<file path="config.mk">
export PLATFORM = sky130hd
export DESIGN_NAME = reg_file
export DESIGN_NICKNAME = d
export VERILOG_FILES = /design/src/rtl/reg_file_pkg.sv /design/src/rtl/reg_file.sv
export SDC_FILE = /design/constraint.sdc
export NUM_CORES = 2
export LEC_CHECK = 0
export ABC_AREA = 1
export CAP_MARGIN = 40
export CORE_MARGIN = 1.5
export CORE_UTILIZATION = 25
export DETAILED_ROUTE_END_ITERATION = 16
export SYNTH_ARGS = -nofsm -noshare
export SYNTH_HDL_FRONTEND = slang
export SYNTH_SLANG_ARGS = --single-unit
</file>
<file path="constraint.sdc">
create_clock -name clk_in -period 51.2 [get_ports clk_in]
set_clock_uncertainty 0.05 [all_clocks]
set_input_delay 10.24 -clock clk_in [delete_from_list [all_inputs] [get_ports clk_in]]
set_output_delay 10.24 -clock clk_in [all_outputs]
set_load 0.1 [all_outputs]
</file>
<file path="src/rtl/reg_file_pkg.sv">
// Shared configuration for the architectural register file.
//   DEFAULT_ROB_SIZE_BIT : width of a reorder-buffer id
//   ROB_SIZE             : number of ROB entries
//   REG_NUM              : number of architectural registers
//   REG_ID_W             : register index width (fixed at 5)
package reg_file_pkg;

    localparam int unsigned DEFAULT_ROB_SIZE_BIT = 5;
    localparam int unsigned ROB_SIZE             = 1 << DEFAULT_ROB_SIZE_BIT;
    localparam int unsigned REG_NUM              = 32;
    localparam int unsigned REG_ID_W             = 5;

    typedef logic [REG_ID_W-1:0] reg_id_t;

endpackage

</file>
<file path="src/rtl/reg_file.sv">
// Architectural register file with per-register rename tags.
// Holds 32 x 32-bit values plus a busy flag and the ROB id of the youngest
// in-flight producer for every register. ROB commits write values, decoder
// issue writes rename tags, and two combinational query ports return either
// the value or the pending ROB dependency, with same-cycle commit bypass.
//
// Ports:
//   clk_in, rst_in (async, active-high), rdy_in (state frozen when low)
//   rob_clear                         : flush, drops every rename tag
//   is_update_val / update_val_id / update_val_dep / update_val : commit
//   is_update_dep / update_dep_id / update_dep                  : rename
//   qryN_id -> qryN_val / qryN_has_dep / qryN_dep (N = 1, 2)    : queries
module reg_file
    import reg_file_pkg::*;
#(
    parameter int unsigned ROB_SIZE_BIT = DEFAULT_ROB_SIZE_BIT
) (
    input  logic                    clk_in,
    input  logic                    rst_in,
    input  logic                    rdy_in,
    input  logic                    rob_clear,

    input  logic                    is_update_val,
    input  logic [REG_ID_W-1:0]     update_val_id,
    input  logic [ROB_SIZE_BIT-1:0] update_val_dep,
    input  logic [31:0]             update_val,

    input  logic                    is_update_dep,
    input  logic [REG_ID_W-1:0]     update_dep_id,
    input  logic [ROB_SIZE_BIT-1:0] update_dep,

    input  logic [REG_ID_W-1:0]     qry1_id,
    output logic [31:0]             qry1_val,
    output logic                    qry1_has_dep,
    output logic [ROB_SIZE_BIT-1:0] qry1_dep,

    input  logic [REG_ID_W-1:0]     qry2_id,
    output logic [31:0]             qry2_val,
    output logic                    qry2_has_dep,
    output logic [ROB_SIZE_BIT-1:0] qry2_dep
);

    logic [31:0]             val_q [REG_NUM];
    logic [31:0]             val_d [REG_NUM];
    logic [ROB_SIZE_BIT-1:0] dep_q [REG_NUM];
    logic [ROB_SIZE_BIT-1:0] dep_d [REG_NUM];
    logic [REG_NUM-1:0]      busy_q;
    logic [REG_NUM-1:0]      busy_d;

    always_comb begin
        val_d  = val_q;
        dep_d  = dep_q;
        busy_d = busy_q;
        if (rob_clear) begin
            // Commit/rename inputs are meaningless while the ROB clears.
            busy_d = '0;
        end else begin
            if (is_update_val && (update_val_id != '0)) begin
                val_d[update_val_id] = update_val;
                // Only the youngest producer may release the register.
                if (busy_q[update_val_id] && (dep_q[update_val_id] == update_val_dep)) begin
                    busy_d[update_val_id] = 1'b0;
                end
            end
            // Applied after the commit so a same-register rename wins.
            if (is_update_dep && (update_dep_id != '0)) begin
                busy_d[update_dep_id] = 1'b1;
                dep_d[update_dep_id]  = update_dep;
            end
        end
    end

    always_ff @(posedge clk_in or posedge rst_in) begin
        if (rst_in) begin
            for (int i = 0; i < REG_NUM; i++) begin
                val_q[i] <= '0;
                dep_q[i] <= '0;
            end
            busy_q <= '0;
        end else if (rdy_in) begin
            val_q  <= val_d;
            dep_q  <= dep_d;
            busy_q <= busy_d;
        end
    end

    // Query ports: identical logic, selected through small arrays.
    reg_id_t                 qry_id      [2];
    logic [31:0]             qry_val_w   [2];
    logic                    qry_has_w   [2];
    logic [ROB_SIZE_BIT-1:0] qry_dep_w   [2];

    assign qry_id[0] = qry1_id;
    assign qry_id[1] = qry2_id;

    for (genvar p = 0; p < 2; p++) begin : g_qry
        logic hit;
        // Same-cycle commit of the youngest producer forwards its value.
        // The same-cycle rename is deliberately not forwarded.
        assign hit = is_update_val && !rob_clear
                     && (update_val_id == qry_id[p]) && (qry_id[p] != '0)
                     && busy_q[qry_id[p]] && (dep_q[qry_id[p]] == update_val_dep);
        assign qry_val_w[p] = hit ? update_val : val_q[qry_id[p]];
        assign qry_has_w[p] = busy_q[qry_id[p]] && !hit;
        assign qry_dep_w[p] = dep_q[qry_id[p]];
    end

    assign qry1_val     = qry_val_w[0];
    assign qry1_has_dep = qry_has_w[0];
    assign qry1_dep     = qry_dep_w[0];
    assign qry2_val     = qry_val_w[1];
    assign qry2_has_dep = qry_has_w[1];
    assign qry2_dep     = qry_dep_w[1];

endmodule

</file>
Word-level counts from Yosys, hierarchy flattened

Cells that the tools add are included.

Bits in registers: 1216
Bits in latches: 0
Bits in writable memories: 0
Bits in read-only memories: 0
Bits of input ports: 68
Output and inout bits: 76
Logic and storage cells: 155
Memories: 0

Add/subtract/negate cells: 0
Multipliers: 0
Divide/modulo/power cells: 0
$lt $le $gt $ge: 12
Eq/ne operators: 5
Shifts and indexed selects: 0
Muxes and demuxes: 38
Bitwise operators: 8
Reduce and logical (&&, ||, !) cells: 27

Operators with widths:

| operator                                                                      | count |
|---|---|
| 1024-bit bitwise mux                                                          | 1 |
| 32-bit 2-to-1 mux                                                             | 12 |
| 32-bit binary-select mux with 5-bit select                                    | 2 |
| 160-bit bitwise mux                                                           | 1 |
| 32-bit demux with 5-bit select                                                | 1 |
| 5-bit binary-select mux with 5-bit select                                     | 3 |
| 5-bit 2-to-1 mux                                                              | 7 |
| 32-bit AND                                                                    | 1 |
| 32-bit inverter                                                               | 1 |
| 32-bit OR                                                                     | 1 |
| 5-bit demux with 5-bit select                                                 | 1 |
| 5-bit == test                                                                 | 5 |
| 6-bit >= comparator (second input constant)                                   | 4 |
| 5-bit by 6-bit less-than comparator with 1-bit output (second input constant) | 4 |
| 5-bit inverter with 6-bit output                                              | 4 |
| 5-bit nonzero test                                                            | 4 |
| 1-bit logical AND                                                             | 18 |
| 1-bit binary-select mux with 5-bit select                                     | 3 |
| 6-bit by 1-bit less-than comparator with 1-bit output (second input constant) | 2 |
| 1-bit demux with 5-bit select                                                 | 2 |
| 5-bit by 1-bit >= comparator with 1-bit output (second input constant)        | 2 |
| 3-bit AND reduction                                                           | 2 |
| 1-bit 2-to-1 mux                                                              | 5 |
| 1-bit logical NOT                                                             | 3 |
| 1-bit inverter                                                                | 1 |

Logic depth before layout (Yosys ltp)

Word-level depth: 12
Gate-level depth with buffers: 21
Gate-level depth less buffers: 18

Least setup slack after synthesis

Ideal clock, no wire load.

Kind: input to output
Start point: in qry2_id[0]
End point: out qry2_val[0]
Data arrival time: 13.337 ns
Required time: 40.910 ns
Path slack: 27.573 ns
Stages: 12
Path buffers: 3
Cells stage by stage: buf_4 inv_2 clkbuf_1 nor2_1 o221ai_1 nand3_1 a21oi_2 nor2_1 nor2_4 buf_2 nand4_1 nand2_1

Word-level cells in the longest chain between the ends: 7
Elaborated cells between the ends (all ways): 17
Classes of those cells: 2 x eq/ne; 9 x mux; 1 x bitwise; 5 x reduce/logical

RTL lines:

| element                                   | line            | text |
|---|---|---|
| start: declaration                        | reg_file.sv:37  | `input logic [REG_ID_W-1:0] qry2_id,` |
| 5-bit inverter with 6-bit output          | n/a             |  |
| 5-bit binary-select mux with 5-bit select | n/a             |  |
| 5-bit 2-to-1 mux (2 in a row)             | n/a             |  |
| named net qry2_dep[1]                     | reg_file.sv:40  | `output logic [ROB_SIZE_BIT-1:0] qry2_dep` |
| 5-bit == test                             | reg_file.sv:102 | `&& busy_q[qry_id[p]] && (dep_q[qry_id[p]] == update_val_dep);` |
| 1-bit logical AND                         | reg_file.sv:102 |  |
| 32-bit 2-to-1 mux                         | reg_file.sv:103 | `assign qry_val_w[p] = hit ? update_val : val_q[qry_id[p]];` |
| end: declaration                          | reg_file.sv:38  | `output logic [31:0] qry2_val,` |

The timed path passes the listed nets, and every way through them passes these cells. The select of a mux whose other input is x is not followed.

Worst setup path after layout

Start point: in qry2_id[0]
End point: out qry2_val[1]

Word-level cells in the longest chain between the ends: 7
Elaborated cells between the ends (all ways): 17
Classes of those cells: 2 x eq/ne; 9 x mux; 1 x bitwise; 5 x reduce/logical

RTL lines:

| element                                                | line |
|---|---|
| 5-bit inverter with 6-bit output (not written as such) | reg_file.sv:102, reg_file.sv:103 |
| 5-bit binary-select mux with 5-bit select              | reg_file.sv:102 |
| 5-bit 2-to-1 mux (not written as such) (2 in a row)    | reg_file.sv:102 |
| 5-bit == test                                          | reg_file.sv:102 |
| 1-bit logical AND                                      | reg_file.sv:102 |
| 32-bit 2-to-1 mux *                                    | reg_file.sv:103 |

Mark *: on every way between the ends. The rest lies on a longest branch, timed or not. The select of a mux whose other input is x is not followed.

==> impl_metrics.csv <==
group,metric,value,unit
drt,vias,69296,
yosys,syn_inst,9606,
yosys,yosys_warnings,0,
setup_path,r2r-end,"busy_q[30]",
power,p_int,1.785,mW
worst_hold_path,min_to,"val_q[993]",
setup_path,path_cells,"buf_8, buf_4, buf_16, buf_4, buf_4, buf_4, o21ai_0, o211ai_1, nand3_1, and3_1, a31oi_1, nand2_1, nand2_1, clkdlybuf4s50_1, buf_8",
setup_path,critPathMaxStageDelay,0.78,ns
setup_path,arrival,16.07,ns
job,maxCapViolCount,0,
yosys,async_reset_ff_share,100.0,%
clock_tree,clk_root_buffer_cell,"clkbuf_16",
drt,drc,0,
grt,antenna_found_initial,11,
clock_tree,cts_buffer_depth,3,
grt,overflow,0,
yosys,synth-edff-count,0,
place,place.gp.congestion,0.9054,
power,p_clk_share,39.5,%
cells_and_area,layout_common_cells,"o21ai_0, nand2_1, dfrtp_1, a21oi_1, inv_1",
floorplan,rows,193,
setup_path,worstSetupPathType,"in2out",
cells_and_area,nets,9320,
worst_hold_path,hold_start,"val_q[993]",
clock_tree,cts_buffers,138,
timing,worst_pin_slew,0.9886,ns
floorplan,die_w,529.2,µm
timing,fin_setup_tns,0,ns
floorplan,dieArea,280100,µm²
clock_tree,hold_buffers,0,
clock_tree,clk_pin_slew,0.05,ns
power,p_sw_share,31.39,%
grt,grt_usage,20.21,%
worst_hold_path,whs_path_depth,0,
floorplan,start_util,25.08,%
grt,grt_max_degree,186,
setup_path,crit_path_frequent_cell,"buf_4",
clock_tree,ctsResizeCount,0,
clock_tree,cts_post_setup_buffers_inserted,0,
drt,ant_nets,0,
cells_and_area,final_common_cell,"o21ai_0",
yosys,ys_ff_latch,1216,
power,p_sw,0.8166,mW
setup_path,r2r-start,"dep_q[92]",
yosys,synth.distinct_cells,49,
power,ir_drop,0.02446,mV
power,finalPower,2.602,mW
drt,vias_per_cell,5.308,
yosys,synthFlopType,"dfrtp_1",
cells_and_area,drive_gt1_share,6.227,%
floorplan,io_pins,144,
timing,finalCritPeriodShare,51.49,%
cells_and_area,fill_cells,29726,
yosys,synth_fp_nets,9674,
timing,slew_headroom,34.10,%
setup_path,cp_slowest_cell,"buf_4",
power,combPwrFrac,18.5,%
worst_hold_path,min-delay-path-class,"reg2reg",
place,io_buffers,143,
clock_tree,clock-sinks,1216,
timing,drv_slew,0,
grt,grt_pass1_vias,63316,
timing,setup_viol,0,
timing,hold_viol,0,
setup_path,cp.required,40.91,ns
setup_path,start_kind,"input pin",
drt,drt_iter0_drc,9687,
timing,fmax,37.93,MHz
outcome,status,"complete, no violations",
drt,firstDrtPassIters,6,
clock_tree,h-tree-depth,4,
setup_path,rrSetupSlack,48.48,ns
clock_tree,cts_tree,"yes",
yosys,avgSynthCellArea,7.207,µm²
drt,drt-wirelength-per-cell,22.21,µm
setup_path,crit_path_end_kind,"output pin",
power,power_density,32.31,nW/µm²
yosys,yosysSeqAreaShare,43.96,%
place,hpwl,171700,µm
yosys,syn_area,69230,µm²
setup_path,cp_max_fo,107,
floorplan,dieHeight,529.2,µm
setup_path,r2r_cells,16,
timing,grt_setup_unrepaired,"false",
floorplan,fp.coreArea,276000,µm²
drt,routed_wl,290000,µm
clock_tree,clk_latency,0.82,ns
power,leakagePower,34.07,nW
timing,fin_crit,26.36,ns
cells_and_area,synthToLayoutAreaGrowth,16.33,%
power,seq_power_share,42.0,%
grt,grt_pass1_wl,430100,µm
==> power by group through the flow <==
stage / sequential (mW) / clock [mW] / combinational [mW]
6_report: 1.09 / 1.03 / 0.482
3_3_place_gp: 1.11 / 0 / 0.429
4_1_cts: 1.09 / 1.04 / 0.477
5_1_grt: 1.10 / 1.08 / 0.526
2_1_floorplan: 1.10 / 0 / 0.306
3_5_place_dp: 1.11 / 0 / 0.476
==> cell usage after synthesis, types with 4 or more instances <==
master / count / share of area [%]
nand2_1: 2265 / 12
a211oi_1: 15 / 0.16
and3_1: 4 / 0.036
a32oi_1: 10 / 0.13
buf_2: 203 / 1.5
inv_1: 591 / 3.2
o211ai_1: 278 / 3.0
o22ai_1: 32 / 0.29
buf_1: 53 / 0.29
nand4_1: 75 / 0.68
nor3_1: 15 / 0.11
dfrtp_1: 1216 / 44
o21a_1: 5 / 0.054
o21ai_1: 99 / 0.72
a221oi_1: 18 / 0.23
nor4_2: 4 / 0.072
or3_1: 5 / 0.045
a31oi_1: 71 / 0.64
o31ai_1: 8 / 0.087
nand3_1: 427 / 3.1
nor2_2: 6 / 0.054
nor3_2: 6 / 0.087
a31o_2: 5 / 0.063
nand2_2: 5 / 0.045
mux2i_1: 4 / 0.058
nor2_4: 4 / 0.065
buf_6: 22 / 0.36
o2111ai_1: 13 / 0.16
clkbuf_1: 602 / 3.3
buf_4: 26 / 0.28
clkinv_1: 5 / 0.027
inv_2: 22 / 0.12
o21ai_0: 2272 / 16
nor2_1: 419 / 2.3
a21oi_1: 738 / 5.3
o221ai_1: 42 / 0.53
==> logic make-up after synthesis <==
family          count (synthesis)  share of synthesized area (%)
compound gates               3614                          27.93
simple gates                 3241                          18.95
buf+inv                      1525                          9.023
flops                        1216                          43.96
mux                             6                        0.09037
xor+xnor                        4                        0.05062
==> state kept, by name, summed over array words and instances, names as in the netlist <==
register / count
val_q: 1024
dep_q: 160
busy_q: 32
==> layout make-up <==
cell class	count	area [µm²]	area share, %
clock buffer	204	4076	5.062
timing repair buffer	412	5729	7.114
tap	3705	4636	5.756
sequential	1216	30430	37.78
inverter	619	2374	2.947
multi-input combinational	6865	32820	40.76
clock inverter	30	457.9	0.5686
antenna	3	7.507	0.009322
==> stage by stage <==
| stage | setup WS [ns] | cells | cell area [µm²] | hold WS, ns | utilization (%) |
|---|---|---|---|---|---|
| 2_1_floorplan | 6.650 | 9606 | 69230 | 0.3790 | - |
| 3_3_place_gp | 24.40 | 12663 | 72660 | 0.3164 | 26.32 |
| 3_5_place_dp | 25.10 | 12817 | 75990 | 0.3156 | 27.53 |
| 4_1_cts | 25.09 | 13051 | 80530 | 0.3280 | 29.17 |
| 5_1_grt | 24.58 | 13052 | 80530 | 0.3387 | 29.18 |
| 6_report | 24.84 | 13054 | 80530 | 0.3225 | 29.18 |
==> worst max-delay path by stage <==
stage	start	endpoint	slack [ns]
after floorplan	rst_in	busy_q[0]	6.65
after global placement	qry2_id[0]	qry2_val[1]	24.40
after detailed placement	qry2_id[0]	qry2_val[1]	25.10
after CTS	qry2_id[0]	qry2_val[1]	25.09
after global routing	qry2_id[0]	qry2_val[1]	24.58
final	qry2_id[0]	qry2_val[1]	24.84
==> metal layers <==
metal | GRT usage (%) | share of wire, % | vias up | wire length (µm)
li1 | - | - | 31749 | -
met1 | 27.39 | 41 | 33085 | 119800
met2 | 31.03 | 44 | 3741 | 126700
met3 | 3.797 | 10 | 717 | 29460
met4 | 9.120 | 4.8 | 4 | 13930
met5 | 0 | 0.012 | - | 34
==> critical path, delay by kind of cell <==
family,cells,cell delay (ns)
simple gates,4,0.61
compound gates,3,0.62
buf+inv,8,4.29
(Power assumes the default switching activity.)
